===== src/rtl/dmem_arbiter_pkg.sv =====
// Shared types for the data-memory arbiter: FSM state encoding and the
// request bundle presented to the single-ported memory.
package dmem_arbiter_pkg;

  localparam int dmem_addr_width_lp = 32;
  localparam int dmem_data_width_lp = 32;

  typedef enum logic [1:0] {
    ARB_IDLE,
    ARB_ISSUE,
    ARB_WAIT
  } arb_state_e;

  typedef struct packed {
    logic                          wen;
    logic                          byte_not_word;
    logic [dmem_addr_width_lp-1:0] addr;
    logic [dmem_data_width_lp-1:0] write_data;
  } dmem_req_s;

endpackage


===== src/rtl/dmem_arbiter_rr_picker.sv =====
// Combinational round-robin picker: first valid index at or above ptr,
// wrapping around to 0.
module dmem_arbiter_rr_picker
  import dmem_arbiter_pkg::*;
#(
  parameter  int num_req_p   = 2,
  localparam int id_width_lp = $clog2(num_req_p)
) (
  input  logic [num_req_p-1:0]   valid,
  input  logic [id_width_lp-1:0] ptr,
  output logic [id_width_lp-1:0] winner,
  output logic                   any_valid
);

  int best_dist;

  function automatic int dist_from_ptr(input int idx, input int p);
    return (idx >= p) ? (idx - p) : (idx + num_req_p - p);
  endfunction

  // Scan every index and keep the valid one closest (upward) to ptr.
  always_comb begin
    winner    = '0;
    any_valid = 1'b0;
    best_dist = num_req_p;
    for (int j = 0; j < num_req_p; j++) begin
      if (valid[j]) begin
        any_valid = 1'b1;
        if (dist_from_ptr(j, int'(ptr)) < best_dist) begin
          best_dist = dist_from_ptr(j, int'(ptr));
          winner    = id_width_lp'(j);
        end
      end
    end
  end

endmodule


===== src/rtl/dmem_arbiter.sv =====
// Round-robin arbiter sharing one single-ported data memory between
// num_req_p requesters, with exactly one transaction outstanding.
//
//   state     | meaning
//   ----------+-----------------------------------------------------
//   ARB_IDLE  | examine requests, latch the round-robin winner
//   ARB_ISSUE | drive winner's live request to memory, await mem yumi
//   ARB_WAIT  | forward memory response, await requester yumi
module dmem_arbiter
  import dmem_arbiter_pkg::*;
#(
  parameter  int num_req_p    = 2,
  parameter  int addr_width_p = 32,
  parameter  int data_width_p = 32,
  localparam int id_width_lp  = $clog2(num_req_p)
) (
  input  logic                                     clk,
  input  logic                                     reset,
  input  logic [num_req_p-1:0]                     req_valid_i,
  input  logic [num_req_p-1:0]                     req_wen_i,
  input  logic [num_req_p-1:0]                     req_byte_i,
  input  logic [num_req_p-1:0][addr_width_p-1:0]   req_addr_i,
  input  logic [num_req_p-1:0][data_width_p-1:0]   req_data_i,
  output logic [num_req_p-1:0]                     req_yumi_o,
  output logic [num_req_p-1:0]                     resp_valid_o,
  output logic [data_width_p-1:0]                  resp_data_o,
  input  logic [num_req_p-1:0]                     resp_yumi_i,
  output logic                                     mem_valid_o,
  output logic                                     mem_wen_o,
  output logic                                     mem_byte_o,
  output logic [addr_width_p-1:0]                  mem_addr_o,
  output logic [data_width_p-1:0]                  mem_data_o,
  input  logic                                     mem_yumi_i,
  input  logic                                     mem_resp_valid_i,
  input  logic [data_width_p-1:0]                  mem_resp_data_i,
  output logic                                     mem_resp_yumi_o,
  output logic [id_width_lp-1:0]                   grant_id_o,
  output logic                                     busy_o
);

  arb_state_e             state_r,    state_n;
  logic [id_width_lp-1:0] grant_id_r, grant_id_n;
  logic [id_width_lp-1:0] rr_ptr_r,   rr_ptr_n;
  logic [id_width_lp-1:0] winner;
  logic                   any_valid;

  dmem_arbiter_rr_picker #(
    .num_req_p (num_req_p)
  ) u_picker (
    .valid     (req_valid_i),
    .ptr       (rr_ptr_r),
    .winner    (winner),
    .any_valid (any_valid)
  );

  always_ff @(posedge clk) begin
    if (reset) begin
      state_r    <= ARB_IDLE;
      grant_id_r <= '0;
      rr_ptr_r   <= '0;
    end else begin
      state_r    <= state_n;
      grant_id_r <= grant_id_n;
      rr_ptr_r   <= rr_ptr_n;
    end
  end

  always_comb begin
    state_n         = state_r;
    grant_id_n      = grant_id_r;
    rr_ptr_n        = rr_ptr_r;
    req_yumi_o      = '0;
    resp_valid_o    = '0;
    mem_valid_o     = 1'b0;
    mem_wen_o       = 1'b0;
    mem_byte_o      = 1'b0;
    mem_addr_o      = '0;
    mem_data_o      = '0;
    mem_resp_yumi_o = 1'b0;

    case (state_r)
      ARB_IDLE: begin
        if (any_valid) begin
          grant_id_n = winner;
          state_n    = ARB_ISSUE;
        end
      end

      ARB_ISSUE: begin
        mem_valid_o = req_valid_i[grant_id_r];
        mem_wen_o   = req_wen_i[grant_id_r];
        mem_byte_o  = req_byte_i[grant_id_r];
        mem_addr_o  = req_addr_i[grant_id_r];
        mem_data_o  = req_data_i[grant_id_r];
        req_yumi_o[grant_id_r] = mem_yumi_i & mem_valid_o;
        // A withdrawn request leaves rr_ptr alone so the same requester
        // keeps its priority next time round.
        if (!req_valid_i[grant_id_r]) begin
          state_n = ARB_IDLE;
        end else if (mem_yumi_i) begin
          state_n = ARB_WAIT;
        end
      end

      ARB_WAIT: begin
        resp_valid_o[grant_id_r] = mem_resp_valid_i;
        mem_resp_yumi_o          = resp_yumi_i[grant_id_r] & mem_resp_valid_i;
        if (mem_resp_yumi_o) begin
          rr_ptr_n = (grant_id_r == id_width_lp'(num_req_p - 1)) ? '0 : grant_id_r + 1'b1;
          state_n  = ARB_IDLE;
        end
      end

      default: state_n = ARB_IDLE;
    endcase
  end

  assign resp_data_o = mem_resp_data_i;
  assign grant_id_o  = grant_id_r;
  assign busy_o      = (state_r != ARB_IDLE);

endmodule

===== config.mk =====
export PLATFORM = sky130hd
export DESIGN_NAME = dmem_arbiter
export DESIGN_NICKNAME = d
export VERILOG_FILES = /design/src/rtl/dmem_arbiter_pkg.sv /design/src/rtl/dmem_arbiter_rr_picker.sv /design/src/rtl/dmem_arbiter.sv
export SDC_FILE = /design/constraint.sdc
export NUM_CORES = 1
export LEC_CHECK = 0
export ABC_CLOCK_PERIOD_IN_PS = 4590
export CORE_AREA = 2 2 108 110
export DETAILED_ROUTE_END_ITERATION = 8
export DIE_AREA = 0 0 110 112
export PLACE_DENSITY = 0.56
export RECOVER_POWER = 50
export SYNTH_ARGS = -nofsm -noshare
export SYNTH_HDL_FRONTEND = slang
export SYNTH_SLANG_ARGS = --single-unit
export TNS_END_PERCENT = 20

===== constraint.sdc =====
create_clock -name clk -period 4.59 [get_ports clk]
set_clock_uncertainty 0.2 [all_clocks]
set_input_delay 0.918 -clock clk [delete_from_list [all_inputs] [get_ports clk]]
set_output_delay 0.918 -clock clk [all_outputs]
set_load 0.02 [all_outputs]

==> flow_summary_export.csv, run 1 <==
group,metric,value,unit
timing,finalSetupTns,0,ns
timing,tightest_slew,0.699,ns
worst_hold_path,min_from,"rr_ptr_r",
yosys,synth_area,1210,um^2
timing,fin_crit,3.70,ns
clock_tree,clockBufferDepth,2,
routing,drtPass1Iterations,4,
outcome,status,"completed",
timing,slew_violations,0,
worst_setup_path,cp.arrival,2.58,ns
clock_tree,htreeDepth,1,
placement,io_buffers,213,
power,p_per_area,171,nW/um^2
die,die_x,110,um
final_layout,final_net_count,494,
global_routing,antenna_found_initial,0,
timing,rsz0062_at_grt,"false",
worst_setup_path,crit_path_max_incr_delay,0.63,ns
worst_setup_path,critPathMaxFanout,3,
power,power.leakage,1.22,nW
yosys,synth_top_area_share,47.8,%
worst_setup_path,startpoint_type,"input pin",
routing,vias,1918,
worst_setup_path,regToRegStartpoint,"grant_id_o",
yosys,yosysSeqAreaShare,6.63,%
timing,setup_viol,0,
yosys,synthesis.nets,319,
worst_setup_path,startpoint,"req_valid_i[0]",
worst_setup_path,cp_slowest_cell,"clkdlybuf4s50_1",
worst_hold_path,hp-class,"flop to flop",
placement,hpwl,5580,um
routing,viasPerCell,4.14,
worst_setup_path,end_kind,"primary output",
yosys,syn_inst,147,
global_routing,grt_pass1_vias,1899,
worst_setup_path,setup.worst_path.class,"input pin to primary output",
power,vdd_drop_max,0.000124,V
die,core,11200,um^2
routing,drc_errors,0,
worst_setup_path,worstPathCellList,"dlygate4sd3_1 -> mux2i_1 -> nand2b_1 -> nor3_1 -> clkdlybuf4s50_1",
die,die_area,12300,um^2
yosys,yosysWarnings,0,
global_routing,grtUsageTotal,9.53,%
clock_tree,cts-resized-gates,0,
routing,final_antenna_net_count,0,
final_layout,fill_cells,1171,
clock_tree,cts_hold_buf,0,
routing,dr.first_iter.drc_count,77,
routing,wl_per_cell,14.5,um
clock_tree,clock_latency,0.22,ns
routing,wl,6720,um
worst_setup_path,worst-path-buf-inv,2,
worst_setup_path,required,3.47,ns
final_layout,final_util,29.1,%
clock_tree,cts_made_buffers,3,
timing,post-route-period-util,80.6,%
final_layout,multi_input_area,748,um^2
die,start_util,10.8,%
global_routing,grt_remaining_overflow,0,
clock_tree,cts_tree,"built",
clock_tree,cts_root_buffer,"clkbuf_16",
final_layout,seq_area,80.1,um^2
die,num_io_pins,278,
die,fp-row-count,39,
final_layout,area_growth,169,%
die,die_y,112,um
yosys,ys_top_cells_by_area,"a22o_1, buf_4, dfxtp_1",
final_layout,n_antenna_cell,0,
yosys,ys_ff_latch,4,
yosys,yosys.area.top_type,"a22o_1",
final_layout,drive_gt1_share,3.13,%
clock_tree,clkTransAtPathRegs,0.03,ns
timing,fmax,270,MHz
clock_tree,clock_sinks,4,
placement,gp_routability_congestion,0.715,
timing,hold_violations,0,
timing,relSlewSlack,53.4,%
yosys,ys_types,20,
clock_tree,cts_setup_buffers,0,
worst_setup_path,crit_family,"buffers and inverters",
global_routing,grt_max_degree,35,
job,maxCapViolCount,0,
yosys,postSynthAreaPerCell,8.22,um^2
global_routing,grt_pass1_wl,9440,um
## stage by stage
stage	worst slack, ns	area, um^2	instances	total power, mW	hold WS, ns
floorplan	1.84	1210	147	0.245	0.248
global placement	0.965	3180	460	0.432	0.283
detailed placement	0.948	3180	460	0.433	0.272
CTS	0.927	3260	463	0.570	0.283
global route	0.750	3250	463	0.587	0.319
finish	0.889	3250	463	0.557	0.296
## cells in the final DEF, fill, tap and decap left out, drive strengths merged
| master | instances |
|---|---|
| o21ai | 3 |
| nor3b | 1 |
| o31ai | 1 |
| a21oi | 2 |
| nand2b | 2 |
| nand3b | 1 |
| nor3 | 3 |
| nor2 | 8 |
| clkbuf | 5 |
| inv | 4 |
| buf | 2 |
| o211ai | 1 |
| mux2i | 2 |
| o22a | 1 |
| dfxtp | 4 |
| dlygate4sd3 | 18 |
| clkdlybuf4s50 | 195 |
| or3 | 1 |
| a22o | 66 |
## registers in the layout, indices dropped and copies added, names as in the netlist
register    cells
grant_id_o      1
rr_ptr_r        1
state_r         2
## power by group
part           leakage, nW  internal (mW)  switching (mW)
sequential          0.0328         0.0370         0.00385
clock               0.0370          0.111          0.0225
combinational         1.15          0.229           0.154
## layout make-up
cell class                 instances  share of cell area (%)
timing repair buffer             217                    66.3
multi-input combinational         92                    23.0
tap                              143                    5.50
sequential                         4                    2.46
clock buffer                       3                    2.31
inverter                           4                   0.461
## cells by family after synthesis
| kind of cell | Yosys count | synth area share, % |
|---|---|---|
| flip-flops | 4 | 6.63 |
| AND/OR/NAND/NOR | 16 | 8.39 |
| multiplexers | 2 | 1.66 |
| buffers and inverters | 51 | 31.5 |
| AO/OA/AOI/OAI | 74 | 51.9 |
## worst register-to-register path: stages, from the launching register on
cell	delay, ns
dfxtp_1	0.54
mux2i_1	0.21
or3_1	0.38
a21oi_1	0.12
## routing by layer
layer	wire length, um	vias to the layer above	global-route usage [%]
met5	0	-	0
met4	32	0	1.60
met3	1010	8	4.04
met2	3260	151	17.6
met1	2410	869	10.0
li1	-	890	-
## synth_stat cells, drive strengths merged
library cell,count
o22a,1
mux2i,2
inv,4
nand2b,2
nor2,8
a22o,66
o21ai,3
buf,47
a21oi,2
o31ai,1
or3,1
o211ai,1
nor3,3
nand3b,1
dfxtp,4
nor3b,1
## final timing paths
check                                endpoint  slack (ns)  depth (start not counted)
worst min register to register       rr_ptr_r        0.30                          2
worst max register to register       rr_ptr_r        3.06                          3
worst max-delay path            req_yumi_o[1]        0.89                          5
worst min-delay path                 rr_ptr_r        0.30                          2
(Power assumes the default switching activity.)
==> run 2: changes to the inputs <==
--- a/config.mk
+++ b/config.mk
@@ -5,11 +5,11 @@
 export SDC_FILE = /design/constraint.sdc
 export NUM_CORES = 1
 export LEC_CHECK = 0
-export ABC_CLOCK_PERIOD_IN_PS = 4590
-export CORE_AREA = 2 2 108 110
+export ABC_CLOCK_PERIOD_IN_PS = 3700
+export CORE_AREA = 2 2 107 109
 export DETAILED_ROUTE_END_ITERATION = 8
-export DIE_AREA = 0 0 110 112
-export PLACE_DENSITY = 0.56
+export DIE_AREA = 0 0 109 111
+export PLACE_DENSITY = 0.57
 export RECOVER_POWER = 50
 export SYNTH_ARGS = -nofsm -noshare
 export SYNTH_HDL_FRONTEND = slang
==> constraint.sdc (replaced) <==
create_clock -name clk -period 3.7 [get_ports clk]
set_clock_uncertainty 0.2 [all_clocks]
set_input_delay 0.74 -clock clk [delete_from_list [all_inputs] [get_ports clk]]
set_output_delay 0.74 -clock clk [all_outputs]
set_load 0.02 [all_outputs]
==> flow_summary_export.csv, run 2 (synthesized netlist as in run 1, its figures left out) <==
group,metric,value,unit
job,maxCapViolCount,0,
worst_setup_path,startpoint_type,"input pin",
global_routing,grtUsageTotal,9.45,%
worst_hold_path,hp-class,"flop to flop",
power,p_per_area,212,nW/um^2
worst_setup_path,cp_slowest_cell,"clkdlybuf4s50_1",
routing,met1_length,2490,um
routing,dr_wl_met3,914,um
routing,drc_errors,0,
final_layout,regMostFlops,"state_r",
final_layout,area_growth,170,%
worst_hold_path,hold_path_depth,2,
outcome,status,"completed",
timing,rsz0062_at_grt,"false",
final_layout,fill_cells,1171,
placement,hpwl,5400,um
worst_setup_path,worstPathCellList,"dlygate4sd3_1 -> mux2i_1 -> nand2b_1 -> nor3_1 -> clkdlybuf4s50_1",
power,vdd_drop_max,0.000168,V
final_layout,largest_reg_flops,2,
worst_hold_path,hold-path-endpoint,"rr_ptr_r",
worst_setup_path,critPathMaxFanout,3,
clock_tree,clock_sinks,4,
timing,post-route-period-util,90.0,%
global_routing,grt_max_degree,67,
clock_tree,clkTransAtPathRegs,0.03,ns
final_layout,seq_area,80.1,um^2
final_layout,multi_input_area,748,um^2
global_routing,antenna_found_initial,0,
worst_setup_path,r2r_end,"rr_ptr_r",
clock_tree,cts-resized-gates,0,
global_routing,grt_pass1_wl,9200,um
clock_tree,htreeDepth,1,
global_routing,grt_pass1_vias,1697,
placement,gp_routability_congestion,0.732,
timing,hold_violations,0,
die,core,11100,um^2
worst_setup_path,regToRegStartpoint,"grant_id_o",
timing,finalSetupTns,0,ns
worst_setup_path,required,2.76,ns
routing,vias,1851,
die,die_x,109,um
clock_tree,cts_setup_buffers,0,
worst_setup_path,end_kind,"primary output",
routing,wl,6720,um
final_layout,drive_gt1_share,2.82,%
routing,drtPass1Iterations,4,
worst_setup_path,setup.worst_path.class,"input pin to primary output",
die,die_area,12100,um^2
die,num_io_pins,278,
placement,place_inst,459,
clock_tree,cts_hold_buf,0,
placement,postPlaceCellArea,3190,um^2
worst_setup_path,worst-path-buf-inv,2,
die,fp-row-count,39,
final_layout,layout_common_cells,"clkdlybuf4s50_1, a22o_1, dlygate4sd3_1",
worst_hold_path,min_from,"rr_ptr_r",
clock_tree,cts_root_buffer,"clkbuf_16",
final_layout,final_area,3260,um^2
die,die_y,111,um
routing,dr.first_iter.drc_count,42,
timing,setup_viol,0,
timing,fmax,300,MHz
clock_tree,clock_latency,0.22,ns
power,total_power,693,uW
final_layout,final_common_cell,"clkdlybuf4s50_1",
worst_setup_path,timing.reg2reg.setup_slack,2.19,ns
timing,tightest_slew,0.391,ns
timing,slew_violations,0,
worst_setup_path,cp.arrival,2.39,ns
timing,whs,0.288,ns
routing,wl_per_cell,14.5,um
clock_tree,cts_tree,"built",
power,power.leakage,1.22,nW
global_routing,grt_remaining_overflow,0,
clock_tree,cts_made_buffers,3,
worst_setup_path,crit_family,"buffers and inverters",
timing,relSlewSlack,73.9,%
routing,wl_met2,3290,um
placement,io_buffers,213,
routing,highest_layer,"met4",
routing,viasPerCell,4.01,
timing,fin_crit,3.33,ns
worst_setup_path,reg2regPathDepth,3,
worst_setup_path,crit_path_max_incr_delay,0.64,ns
routing,final_antenna_net_count,0,
final_layout,n_antenna_cell,0,
die,start_util,10.9,%
final_layout,final_net_count,493,
final_layout,final_cells,462,
clock_tree,clockBufferDepth,2,
run 2: cell types whose count changed in the layout (fill, tap and decap cells not counted), sizes merged:
cell	change
clkbuf	-2
clkdlybuf4s50	-2
dlygate4sd3	+2
buf	+1
run 2: tightest hold or removal path, stage by stage, from the launching register on:
cell     delay (ns)
dfxtp_1        0.30
o21ai_0        0.07
a21oi_1        0.06
run 2: metrics by stage:
stage / setup WS, ns / utilization, %
2_1_floorplan: 1.31 / -
3_3_place_gp: 0.434 / 28.8
3_5_place_dp: 0.419 / 28.8
4_1_cts: 0.423 / 29.5
5_1_grt: 0.236 / 29.5
6_report: 0.370 / 29.5
run 2: worst max path at each step:
| stage | endpoint | slack (ns) | start | cells after the start |
|---|---|---|---|---|
| after floorplan | req_yumi_o[0] | 1.31 | req_valid_i[1] | 3 |
| after global placement | req_yumi_o[1] | 0.43 | req_valid_i[1] | 5 |
| after detailed placement | req_yumi_o[1] | 0.42 | req_valid_i[1] | 5 |
| after CTS | req_yumi_o[1] | 0.42 | req_valid_i[1] | 5 |
| after global routing | req_yumi_o[1] | 0.24 | req_valid_i[0] | 5 |
| final | req_yumi_o[1] | 0.37 | req_valid_i[0] | 5 |
run 2: final cells by class:
type / count / area share [%]
multi-input combinational: 92 / 22.9
inverter: 4 / 0.460
sequential: 4 / 2.45
clock buffer: 3 / 2.30
tap: 143 / 5.48
timing repair buffer: 216 / 66.4
run 2: power by group:
part / internal [mW] / total (mW) / switching, mW
Sequential: 0.0459 / 0.0509 / 0.00493
Combinational: 0.285 / 0.474 / 0.189
Clock: 0.138 / 0.168 / 0.0300
Total: 0.469 / 0.693 / 0.224
run 2: routing by layer:
metal	track usage (%)	vias up
li1	-	889
met5	0	-
met4	1.03	0
met3	3.82	3
met1	9.83	834
met2	17.9	125
==> run 3: changes to the inputs <==
--- a/config.mk
+++ b/config.mk
@@ -9,6 +9,7 @@
 export CORE_AREA = 2 2 107 109
 export DETAILED_ROUTE_END_ITERATION = 8
 export DIE_AREA = 0 0 109 111
+export GPL_ROUTABILITY_DRIVEN = 0
 export PLACE_DENSITY = 0.57
 export RECOVER_POWER = 50
 export SYNTH_ARGS = -nofsm -noshare
==> results of run 3 <==
The final DEF is identical to that of run 2; final timing and power are the same.
